--- config.mk ---
export PLATFORM = sky130hd
export DESIGN_NAME = dsq_scan_ctrl
export DESIGN_NICKNAME = d
export VERILOG_FILES = /design/src/rtl/dsq_scan_ctrl.sv
export SDC_FILE = /design/constraint.sdc
export NUM_CORES = 1
export LEC_CHECK = 0
export CAP_MARGIN = 25
export CORE_UTILIZATION = 45
export CTS_CLUSTER_DIAMETER = 40
export DETAILED_ROUTE_END_ITERATION = 16
export PLACE_DENSITY = 0.73
export REMOVE_ABC_BUFFERS = 1
export SYNTH_ARGS = -nofsm -noshare
export SYNTH_HDL_FRONTEND = slang
export SYNTH_SLANG_ARGS = --single-unit
--- constraint.sdc ---
create_clock -name clk -period 6.15 [get_ports clk]
set_input_delay 1.23 -clock clk [delete_from_list [all_inputs] [get_ports clk]]
set_output_delay 1.23 -clock clk [all_outputs]
set_load 0.02 [all_outputs]
--- src/rtl/dsq_scan_ctrl.sv ---
// rtl/dsq_scan_ctrl.sv - nearest-neighbour scan sequencer for the 4-lane byte SSD datapath
//
// Holds DEPTH packed 4x8-bit reference words and streams the first cfg_count
// of them, one per accepted datapath handshake, against a latched query word.
// Keeps the minimum SSD seen and the index where it was first found.
//
// Ports:
//   clk, resetn             clock, asynchronous active-low reset
//   ld_valid/ld_idx/ld_data reference bank write (accepted while ld_ready)
//   ld_ready                high whenever no scan is in progress
//   cfg_count, query, start scan length (clamped to DEPTH) and query word, sampled on start
//   busy, done              scan in progress / one-cycle completion pulse
//   found, best_dist, best_idx  result of the last scan, held until next start
//   dp_rs1/dp_rs2/dp_valid  request to the SSD datapath
//   dp_ready/dp_rd          datapath result strobe and SSD value
module dsq_scan_ctrl #(
    parameter int DEPTH = 8,
    parameter int IDX_W = 3
) (
    input  logic             clk,
    input  logic             resetn,
    input  logic             ld_valid,
    input  logic [IDX_W-1:0] ld_idx,
    input  logic [31:0]      ld_data,
    output logic             ld_ready,
    input  logic [IDX_W:0]   cfg_count,
    input  logic             start,
    input  logic [31:0]      query,
    output logic             busy,
    output logic             done,
    output logic             found,
    output logic [31:0]      best_dist,
    output logic [IDX_W-1:0] best_idx,
    output logic [31:0]      dp_rs1,
    output logic [31:0]      dp_rs2,
    output logic             dp_valid,
    input  logic             dp_ready,
    input  logic [31:0]      dp_rd
);

    typedef enum logic [1:0] {
        IDLE = 2'd0,
        SCAN = 2'd1,
        DONE = 2'd2
    } state_t;

    localparam logic [IDX_W:0]   DEPTH_C = (IDX_W + 1)'(DEPTH);
    localparam logic [IDX_W:0]   CNT_ONE = (IDX_W + 1)'(1);
    localparam logic [IDX_W-1:0] PTR_ONE = IDX_W'(1);

    state_t           state;
    logic [IDX_W-1:0] ptr;
    logic [IDX_W:0]   cnt_q;
    logic [31:0]      query_q;
    logic [31:0]      bank [DEPTH];

    logic [IDX_W:0]   cnt_clamped;
    logic             last_entry;

    always_comb begin
        cnt_clamped = (cfg_count > DEPTH_C) ? DEPTH_C : cfg_count;
        last_entry  = ({1'b0, ptr} == (cnt_q - CNT_ONE));
    end

    // busy is a registered copy of "state == SCAN", so the datapath request
    // and the load handshake are decoded from flops, not from next-state logic.
    assign ld_ready = !busy;
    assign dp_valid = busy;
    assign dp_rs1   = busy ? query_q   : 32'd0;
    assign dp_rs2   = busy ? bank[ptr] : 32'd0;

    // Bank is intentionally left out of reset. A load on the same edge as a
    // start lands before the first SCAN cycle reads it.
    always_ff @(posedge clk) begin
        if (ld_valid && !busy) begin
            bank[ld_idx] <= ld_data;
        end
    end

    always_ff @(posedge clk or negedge resetn) begin
        if (!resetn) begin
            state     <= IDLE;
            busy      <= 1'b0;
            done      <= 1'b0;
            found     <= 1'b0;
            best_dist <= 32'hFFFF_FFFF;
            best_idx  <= '0;
            ptr       <= '0;
            cnt_q     <= '0;
            query_q   <= 32'd0;
        end else begin
            case (state)
                IDLE: begin
                    done <= 1'b0;
                    if (start) begin
                        query_q   <= query;
                        cnt_q     <= cnt_clamped;
                        best_dist <= 32'hFFFF_FFFF;
                        best_idx  <= '0;
                        found     <= 1'b0;
                        ptr       <= '0;
                        if (cnt_clamped != '0) begin
                            state <= SCAN;
                            busy  <= 1'b1;
                        end else begin
                            state <= DONE;
                            done  <= 1'b1;
                        end
                    end
                end
                SCAN: begin
                    if (dp_ready) begin
                        // Strict compare: on a tie the earlier index wins.
                        if (dp_rd < best_dist) begin
                            best_dist <= dp_rd;
                            best_idx  <= ptr;
                        end
                        found <= 1'b1;
                        if (last_entry) begin
                            state <= DONE;
                            busy  <= 1'b0;
                            done  <= 1'b1;
                        end else begin
                            ptr <= ptr + PTR_ONE;
                        end
                    end
                end
                DONE: begin
                    done  <= 1'b0;
                    state <= IDLE;
                end
                default: begin
                    state <= IDLE;
                    busy  <= 1'b0;
                    done  <= 1'b0;
                end
            endcase
        end
    end

endmodule
# Yosys cells after proc, flatten, opt, wreduce, memory -nomap -nowiden
# Memories as Yosys holds them, arrays and structs flattened.
# Index checks and enable logic that the tools add are counted.
# totals
latch_bits,0
mem_count,1
word_cells,70
ramBits,256
regBits,79
rom_bits,0
# op_classes
n_reduce_logical,12
n_mux,34
multipliers,0
shift,0
eq_ne,9
n_lt_le_gt_ge,2
add_sub_neg,2
n_div,0
bitwise,1
# mem_list
name,words,width,read_ports,rd_clocked_by_memory_dff,write_ports,line,rtl
bank,8,32,1,0,1,55,logic [31:0] bank [DEPTH];
# ops
op,n
two-way mux 32 bit,5
one-hot mux 32 bit (2 select lines),1
less-than comparator 32 bit,1
two-way mux 3 bit,5
two-way mux 1 bit,12
"inequality test 2 bit, second input constant",6
one-hot mux 3 bit (2 select lines),2
two-way mux 2 bit,4
AND reduction 4 bit,2
AND reduction 3 bit,2
AND reduction 5 bit,1
== test 3 x 4 -> 1 bit,1
"greater-than comparator 4 bit, second input constant",1
two-way mux 4 bit,1
one-hot mux 1 bit (2 select lines),2
one-hot mux 2 bit (2 select lines),1
AND reduction 2 bit,2
nonzero test 4 bit,1
"subtractor 4 x 1 -> 4 bit, second input constant",1
"adder 3 x 1 -> 3 bit, second input constant",1
one-hot mux 1 bit (3 select lines),1
"== test 2 x 1 -> 1 bit, second input constant",1
"== test 2 bit, second input constant",1
logical NOT 2 bit,1
4 further kinds,4

# Longest topological paths before layout
# Gate-level depths: netlist (run 1).
# depth
depth_word,6
mapped_depth,9
depth_no_buf,8

# Least setup slack after synthesis (run 1)
# OpenSTA, ideal clock, no wires.
# synth_timing
path_type,in2reg
start,in ld_idx[0]
end,mem bank[2][0] (enable)
t_arrival_ps,4443
setup_slack_ps,1202
path_stages,1
path_cell_list,nor4_1
# synth_rtl
item,line,rtl
"start, declared",23,"input logic [IDX_W-1:0] ld_idx,"
"end, declared",55,
# No word-level cell before the write port.

# Final worst setup path (run 1)
# layout_timing
start,reg ptr[0]
end,out dp_rs2[3]
# layout_via
elab_chain_len,2
# layout_lines
item,line,rtl
"start, declared",52,logic [IDX_W-1:0] ptr;
"start signal, assigned",124,ptr <= ptr + PTR_ONE;
memory read (8 x 32 bit),n/a,
two-way mux 32 bit,70,assign dp_rs2 = busy ? bank[ptr] : 32'd0;
"end, declared",35,"output logic [31:0] dp_rs2,"
# No other way between the ends.

==> results of run 1 <==
[synthesized netlist by cell type (3+ instances only)]
cell type / count
ha_1: 33
buf_6: 3
o21ai_0: 15
xor2_1: 4
o22a_1: 32
nand2_1: 127
nor2_1: 44
clkbuf_1: 20
nand3_1: 4
dfrtp_1: 47
buf_1: 7
nand3b_1: 3
buf_2: 11
mux4_2: 64
and2_1: 33
dfstp_2: 32
nand4_1: 3
nor4_1: 4
a21oi_1: 16
inv_1: 37
nor3_1: 5
edfxtp_1: 256
mux2i_1: 35
[worst max-delay path, delay by kind of cell (launching register included)]
kind	cells	cell delay [ns]
AND/OR/NAND/NOR	1	0.08
buffers and inverters	2	0.97
multiplexers	2	0.74
flip-flops	1	1.04
[final cells by class]
| class | count | share of cell area |
|---|---|---|
| Sequential cell | 335 | 0.539 |
| Multi-Input combinational cell | 444 | 0.216 |
| Timing Repair Buffer | 232 | 0.126 |
| Clock buffer | 56 | 0.0701 |
| Tap cell | 390 | 0.0271 |
| Clock inverter | 26 | 0.0135 |
| Inverter | 38 | 0.00792 |
| Antenna cell | 1 | 0.000139 |
[cells in the final DEF (no fill, tap or decap), types with 2 or more instances in the layout]
master and count:
o21ai_0 15, nor4_1 2, clkinv_4 2, a21oi_1 16
nor2_4 2, bufinv_16 2, o21ai_1 2, nor2_1 41
xor2_1 4, nand4_1 3, clkinvlp_4 2, dfstp_2 32
inv_8 2, o22a_1 32, and2_1 33, clkbuf_16 49
edfxtp_1 256, nor2b_1 2, nand3b_1 3, buf_4 22
clkdlybuf4s50_1 210, mux2i_1 35, nor4_2 2, dfrtp_1 44
clkbuf_1 6, nand3_1 4, inv_1 37, clkinv_1 4
nor3_2 4, mux4_2 64, nand2_1 127, ha_1 33
inv_6 11, clkinv_2 4, dfrtp_2 2, nand2b_1 2
[metrics by stage]
step                      hold slack, ns  std cells   util  setup slack [ns]  area [um2]
final                              0.466       1522  0.601              1.54       18000
after global routing               0.484       1521  0.601              1.27       18000
after CTS                          0.469       1521  0.601              1.40       18000
after detailed placement           0.456       1439  0.551              2.00       16500
after global placement             0.450       1439  0.551              2.05       16500
after floorplan                    0.438        817      -              1.20       13700
[power by group]
part           internal [mW]  total, mW  leakage (nW)  switching, mW
Combinational           1.25       2.58          2.66           1.33
Clock                   1.57       2.55         0.737          0.977
Sequential              2.77       3.02          3.23          0.254
Total                   5.58       8.15          6.63           2.56
[registers in the layout, summed over array words and instances, names as in the netlist]
signal     flops
bank         256
best_dist     32
query_q       32
cnt_q          4
best_idx       3
ptr            3
state          2
busy           1
done           1
found          1
[cells by family after synthesis]
logic type                 synth area share
xor gates and xnor gates            0.00252
buffers and inverters                0.0245
AOI/OAI and AO/OA                    0.0411
adders and majority gates            0.0297
and+or+nand+nor                      0.0739
muxes                                 0.129
DFF                                   0.699
[how the worst max path moves through the flow]
stage               from          to  slack [ns]  cells past startpoint
5_1_grt           ptr[0]  dp_rs2[19]        1.27                      5
3_5_place_dp      ptr[0]  dp_rs2[19]        2.00                      5
4_1_cts           ptr[0]   dp_rs2[3]        1.40                      5
6_report          ptr[0]   dp_rs2[3]        1.54                      5
3_3_place_gp      ptr[0]  dp_rs2[19]        2.05                      5
2_1_floorplan  ld_idx[0]  bank[2][0]        1.20                      1
[routing by layer]
metal	part of all wire	global-route usage	up-vias
li1	-	-	3718
met1	0.42	0.255	4084
met2	0.47	0.329	314
met3	0.085	0.0555	58
met4	0.022	0.0602	4
met5	0.00088	0	-
==> key figures, run 1 <==
Power
  • VDD IR max: 299 uV
  • Static leakage: 6.63 nW
  • Total power: roughly 8 mW
  • PD cells: 453 mW/mm2

Global route
  • Largest net degree at the start of global routing: 61
  • Antenna violations before repair: 2
  • GRT Util Overall: 0.199
  • First-pass GRT wire length: 47.1 mm
  • Grt ovf: 0
  • Vias in the first global route: 8285

Logic synthesis
  • EDFF count, synth: 256
  • Synth async-reset ratio: 0.236
  • Mapped Avg Cell Area: around 16 um2
  • Cell taking the most area after synthesis: edfxtp_1
  • FF+latch count, synth: about 340
  • Synth Flop Type: edfxtp_1
  • Distinct cell type count after synthesis: 44
  • Seq/Total Area, Yosys: 0.699
  • Synth top area cells: edfxtp_1 (55%), mux4_2 (10%), dfrtp_1 (8.5%), dfstp_2 (6.1%), nand2_1 (3.4%)
  • Synthesized cell area: 0.0139 mm2
  • Gate Count Post-Synth: 859
  • Area share of the largest cell type after synthesis: 0.554
  • Synthesis Warnings: 0

Critical path
  • FF-to-FF path depth: 5
  • Crit-path cells: buf_4 -> mux4_2 -> mux2i_1 -> nor2_1 -> clkdlybuf4s50_1
  • Reg-to-reg slack, setup: 3.26 ns
  • Worst-path fanout max: 48
  • Slowest cell on crit path: dfrtp_4
  • WS Path Type: flop to primary output
  • R2r startpoint: busy
  • Required time of the worst setup path: between 4 and 5 ns
  • FF-to-FF End: bank[5][5]
  • Crit. End Element: primary output
  • Critical path arrival: 3.38 ns
  • Type of origin of the critical path: flop
  • Max incr delay on CP: 1.04 ns

Min path
  • Hold Path Stages: 2
  • Worst min-delay path class: flop to flop
  • Hold EP: query_q[0]
  • Hold Startpoint: query_q[0]

Floorplanning
  • Num ports: around 210
  • Area of the die: 0.0316 mm2
  • Row count: 63
  • Die Height: 178 um
  • Chip Width: 178 um
  • Starting density of the core: 0.463
  • Core area: 0.0300 mm2

Timing
  • Final worst path period need: 4.61 ns
  • Max-Slew Margin vs Limit: 0.371
  • FMAX: roughly 220 MHz
  • RSZ-0062 raised after global routing: false
  • Tightest Pin Transition: 0.944 ns
  • Final hold violation count: 0
  • Clk_skew: 0.0172 ns
  • Final setup TNS: 0 ns
  • # setup viols final: 0
  • Slew Limit Fails: 0
  • Fin crit share: 0.750

Route
  • Via Count: 8178
  • Routed len/inst: 20.2 um
  • 1st-iter DRT viols: between 400 and 500
  • Final ANT Viol Nets: 0
  • Total routed wirelength: 30.7 mm
  • 1st-pass router iterations: 5
  • Vias per cell: 5.37
  • Detailed-route DRC error count: 0

Clock network
  • CTS Sinks: 335
  • Clock Tree Root: clkbuf_16
  • Clk_lat worst skew: 0.54 ns
  • Setup Buffers After CTS: 0
  • CTS H-tree lvls: 2
  • TritonCTS Buffers: 46
  • Clk buf depth: 3
  • Clk slew on worst S/H paths: 0.05 ns
  • CTS tree: done
  • Post-CTS sizing: 0
  • Hold-fix buffer count after cts: 0

Outcome
  • Status: finished clean

Layout
  • Filler instances: 2199
  • Multi-input gate area: 0.00389 mm2
  • Total Nets Final: 1238
  • FF+latch area: 0.00971 mm2
  • Layout area overhead: 29.7%
  • Share of cells above drive strength 1: 0.185

Placement
  • Post-DP HPWL: approximately 19 mm
  • Routability Congestion: roughly 0.79
  • # port buffers: 211

Run
  • Max-cap violations: 0
Note: power is estimated with default switching activity, not from simulation.
==> inputs of run 2 (changes only) <==
clock period = 4.75 ns   (was 6.15 ns; I/O delays follow)
==> run 2 against run 1 <==
  * Die area stayed put
  * Critical path depth stayed put
  * Cell count is 0.20% lower
  * Sequential cell count stayed put
  * Cell area is 0.34% lower
  * Register-to-register slack worse by 1.2 ns
  * Wire length is 1.7% higher
  * Largest power group unchanged
  * Sequential share of layout area is 0.18 points higher
  * Global-route usage is 0.22 points higher
  * Hold slack better by 0.00095 ns
  * Sequential power is 29% higher
==> key figures, run 2 (synthesis results as in run 1) <==
Power
  • Seq pwr share: 0.375
  • Switching power: between 3 and 4 mW
  • VDD IR max: 372 uV
  • Clk network pwr share: 0.299
  • Internal power: 7.11 mW
  • PD cells: 580 mW/mm2
  • Static leakage: 6.60 nW
  • Sw Share: 0.316
  • Comb pwr share: 0.326

Min path
  • Worst min-delay path class: flop to flop
  • Hold Path Stages: 2

Timing
  • FMAX: approximately 240 MHz
  • Clk_skew: 0.0260 ns
  • RSZ-0062 raised after global routing: false
  • Tightest Pin Transition: approximately 0.85 ns
  • Final setup TNS: 0 ns
  • Max-Slew Margin vs Limit: 0.430
  • Slew Limit Fails: 0
  • Final worst path period need: 4.19 ns
  • Final hold violation count: 0
  • Fin crit share: 0.882
  • # setup viols final: 0

Layout
  • Layout area overhead: 29.3%
  • Largest register by flop count: bank
  • Total Nets Final: 1238
  • Top Registers: bank: 256 flops, best_dist: 32 flops, query_q: 32 flops
  • Diodes inserted: 0
  • Share of cells above drive strength 1: 0.182
  • Commonest cells after routing, fill and taps aside: edfxtp_1 (256), clkdlybuf4s50_1 (210), nand2_1 (127)
  • Commonest non-fill, non-tap cell in the layout: edfxtp_1
  • Layout Utilization: 0.599
  • Number of flip-flops in the largest register: 256
  • Filler instances: around 2300

Critical path
  • Crit-path cells: buf_4 -> mux4_2 -> mux2i_1 -> nor2_1 -> clkdlybuf4s50_1
  • Bufs and invs on worst path: 2
  • FF-to-FF path depth: 5
  • Slowest cell on crit path: dfrtp_4
  • Worst-path fanout max: 31
  • Type of origin of the critical path: flop
  • WS Path Type: flop to primary output
  • Crit path max-delay family: buffers and inverters
  • Required time of the worst setup path: between 3 and 4 ns
  • Critical path arrival: about 3.2 ns
  • Max incr delay on CP: 0.83 ns
  • Crit. path cell count: 5
  • Crit. End Element: primary output

Clock network
  • Clock Tree Root: clkbuf_16
  • Clk buf depth: 3
  • Post-CTS sizing: 0
  • CTS Sinks: 335
  • Clk slew on worst S/H paths: 0.05 ns
  • Hold-fix buffer count after cts: 0
  • Setup Buffers After CTS: 0
  • CTS tree: done
  • TritonCTS Buffers: 42
  • CTS H-tree lvls: 2
  • Clk_lat worst skew: approximately 0.54 ns

Floorplanning
  • Starting density of the core: 0.463
  • Core area: about 0.03 mm2
  • Chip Width: 178 um
  • Row count: 63
  • Num ports: roughly 210
  • Area of the die: 0.0316 mm2
  • Die Height: roughly 180 um

Route
  • 1st-pass router iterations: 4
  • 1st-iter DRT viols: 520
  • Routed len/inst: 20.6 um
  • Vias per cell: 5.36
  • Final ANT Viol Nets: 0
  • Via Count: 8147
  • Detailed-route DRC error count: 0
  • Total routed wirelength: roughly 31 mm

Global route
  • GRT Util Overall: 0.201
  • Antenna violations before repair: 1
  • Vias in the first global route: 8428
  • Grt ovf: 0
  • First-pass GRT wire length: around 48 mm
  • Largest net degree at the start of global routing: 80

Placement
  • Post-DP HPWL: 19.4 mm
  • # port buffers: 211
  • Routability Congestion: between 0.8 and 0.9

Outcome
  • Status: finished clean

Run
  • Max-cap violations: 0
==> run 2: changes by cell type in the layout (fill, tap and decap cells not counted), moves of 2 or more <==
cell       previous run  this run
buf_4                22        24
clkbuf_1              6        10
clkbuf_16            49        44
clkinv_1              4         2
inv_6                11         6
==> run 2: worst paths after layout <==
path / start / end / slack [ns]
max reg2reg: busy / bank[3][15] / 2.11
min reg2reg: query_q[3] / query_q[3] / 0.47
max: ptr[0] / dp_rs2[19] / 0.56
min in group asynchronous: resetn / best_dist[4] / 0.48
max in group asynchronous: resetn / best_dist[31] / 3.87
min: query_q[3] / query_q[3] / 0.47
==> run 2: metrics by stage <==
step	worst slack, ns	total power, mW	cells	hold slack [ns]	cell area, um2
after floorplan	0.0820	5.92	817	0.438	13700
after global placement	1.13	7.32	1442	0.450	16500
after detailed placement	1.05	7.38	1442	0.456	16500
after CTS	0.476	10.5	1518	0.469	17900
after global routing	0.376	10.9	1519	0.489	17900
final	0.561	10.4	1519	0.467	17900
==> run 2: layer usage <==
metal  wire (um)  up-vias  global-route usage
li1            -     3714                   -
met1       12900     4066               0.260
met2       15000      298               0.335
met3        2510       67              0.0469
met4         852        2              0.0659
met5          13        -                   0
==> run 2: area by class of cell <==
class	count	area [um2]	area share
flip-flops and latches	335	9710	0.541
multi-input cells	444	3890	0.217
repair buffers	236	2330	0.130
clock buffers	55	1150	0.0642
well taps	390	488	0.0272
clock inverters	21	231	0.0129
inverters	38	143	0.00795
==> run 2: worst reg2reg max path, stage by stage (launching register included) <==
cell,delay [ns]
dfrtp_1,0.38
clkinv_1,0.05
buf_4,0.43
nand2_1,0.34
nor3_2,0.54
buf_4,0.54
==> run 2: power by group through the flow <==
stage / Combinational [mW] / Sequential, mW / Clock (mW)
6_report: 3.39 / 3.90 / 3.11
5_1_grt: 3.67 / 3.95 / 3.28
4_1_cts: 3.44 / 3.91 / 3.17
3_5_place_dp: 3.42 / 3.96 / 0
3_3_place_gp: 3.38 / 3.94 / 0
2_1_floorplan: 1.79 / 4.13 / 0
==> inputs of run 3 (changes only) <==
clock period = 4.4 ns   (was 4.75 ns; I/O delays follow)
==> run 3 against run 2 <==
  * Register-to-register slack got worse by 0.27 ns
  * Critical path depth unchanged
  * Hold slack got worse by 0.045 ns
  * First-iteration DRC count decreased by 4.6%
  * Die area unchanged
  * Utilization increased by 0.17 points
  * Worst setup slack improved by 0.039 ns
  * Clock power increased by 9.6%
  * Via count about the same
  * Clock skew decreased by 0.0093 ns
  * Cell count decreased by 0.13%
  * Critical endpoint is now dp_rs2[29]
==> key figures, run 3 (synthesis results as in run 1) <==
Global route
  • Vias in the first global route: 8378
  • GRT Util Overall: 0.201
  • Grt ovf: 0
  • Antenna violations before repair: 0
  • First-pass GRT wire length: 47.5 mm
  • Largest net degree at the start of global routing: between 50 and 60

Layout
  • Top Registers: bank: 256 flops, best_dist: 32 flops, query_q: 32 flops
  • Largest register by flop count: bank
  • Number of flip-flops in the largest register: around 260
  • Commonest cells after routing, fill and taps aside: edfxtp_1 (256), clkdlybuf4s50_1 (210), nand2_1 (127)
  • Share of cells above drive strength 1: 0.189
  • Final non-filler cell area: 0.0180 mm2
  • Commonest non-fill, non-tap cell in the layout: edfxtp_1
  • Total Nets Final: 1237
  • Diodes inserted: 0
  • Layout area overhead: 29.6%

Critical path
  • Required time of the worst setup path: 3.52 ns
  • Crit path from: ptr[1]
  • Crit. End Element: primary output
  • FF-to-FF End: best_dist[23]
  • R2r startpoint: best_dist[11]
  • Critical path arrival: between 2 and 3 ns
  • Reg-to-reg slack, setup: 1.84 ns
  • FF-to-FF path depth: 8
  • Crit path to: dp_rs2[29]
  • Type of origin of the critical path: flop
  • Worst-path fanout max: 26
  • WS Path Type: flop to primary output

Route
  • Final ANT Viol Nets: 0
  • Routed len/inst: about 21 um
  • Vias per cell: roughly 5.4
  • Via Count: 8155
  • 1st-pass router iterations: 4
  • Total routed wirelength: 31.3 mm
  • Detailed-route DRC error count: 0
  • 1st-iter DRT viols: 496

Power
  • PD cells: 627 mW/mm2
  • Clk network pwr share: 0.302
  • Seq pwr share: 0.368
  • Static leakage: 6.62 nW
  • Comb pwr share: 0.330
  • Sw Share: 0.320
  • VDD IR max: 415 uV
  • Internal power: 7.68 mW
  • Switching power: 3.61 mW

Placement
  • Routability Congestion: 0.807
  • Post-DP HPWL: 20.2 mm
  • # port buffers: 211
  • Placement Cell Area: ~0.017 mm2

Clock network
  • TritonCTS Buffers: 40
  • Hold-fix buffer count after cts: 0
  • Clk_lat worst skew: 0.54 ns
  • CTS tree: done
  • Clk slew on worst S/H paths: 0.06 ns
  • Clk buf depth: 3
  • CTS Sinks: 335
  • Clock Tree Root: clkbuf_16
  • Setup Buffers After CTS: 0
  • CTS H-tree lvls: 2
  • Post-CTS sizing: 0

Timing
  • # setup viols final: 0
  • Slew Limit Fails: 0
  • Final worst path period need: 3.80 ns
  • Clk_skew: between 0.015 and 0.02 ns
  • Fin crit share: 0.863
  • Tightest Pin Transition: 0.887 ns
  • RSZ-0062 raised after global routing: false
  • Hold_ws: roughly 0.42 ns
  • FMAX: 263 MHz
  • Max-Slew Margin vs Limit: 0.405
  • Final hold violation count: 0

Floorplanning
  • Row count: 63
  • Core area: 0.0300 mm2
  • Chip Width: 178 um
  • Starting density of the core: 0.463
  • Die Height: 178 um
  • Area of the die: roughly 0.032 mm2
  • Num ports: 212

Outcome
  • Status: finished clean

Run
  • Max-cap violations: 0

Min path
  • Worst min-delay path class: input pin to async pin
==> run 3: worst min path at each step <==
stage / end / slack, ns
3_3_place_gp: query_q[4] / 0.45
3_5_place_dp: query_q[7] / 0.45
6_report: ptr[0] / 0.42
2_1_floorplan: query_q[0] / 0.44
5_1_grt: ptr[0] / 0.46
4_1_cts: best_idx[1] / 0.42
==> run 3: worst max-delay path, cell delays in order (launching register included) <==
cell             delay (ns)
dfrtp_2                0.68
buf_4                  0.44
mux4_2                 0.38
mux2i_1                0.25
nor2_1                 0.07
clkdlybuf4s50_1        0.55
==> run 3: power by group through the flow <==
stage | registers (mW) | clock network (mW) | logic, mW
global placement | 4.21 | 0 | 3.71
finish | 4.15 | 3.41 | 3.72
global route | 4.20 | 3.58 | 4.04
floorplan | 4.46 | 0 | 1.93
CTS | 4.16 | 3.47 | 3.78
detailed placement | 4.22 | 0 | 3.76
==> run 3: layout make-up <==
cell class,instances,area [um2]
clock buffers,41,1030
clock inverters,32,384
fillers,2241,12000
inverters,38,143
multi-input cells,444,3890
flip-flops and latches,335,9710
well taps,390,488
repair buffers,237,2350
==> run 3: per-layer routing <==
layer	wire length (um)	part of all wire	GRT usage	vias up
met5	0	0	0	-
met4	556	0.018	0.0520	0
met3	2440	0.078	0.0437	47
met2	15400	0.49	0.350	319
met1	12900	0.41	0.254	4080
li1	-	-	-	3709
==> run 3: through the flow <==
step           setup WS (ns)  instances  total power, mW  utilization  setup TNS, ns
2_1_floorplan         -0.198        817             6.40            -         -14.00
3_3_place_gp            1.11       1444             7.92        0.554              0
3_5_place_dp            1.11       1444             7.98        0.554              0
4_1_cts                0.517       1517             11.4        0.601              0
5_1_grt                0.421       1517             11.8        0.601              0
6_report               0.601       1517             11.3        0.601              0
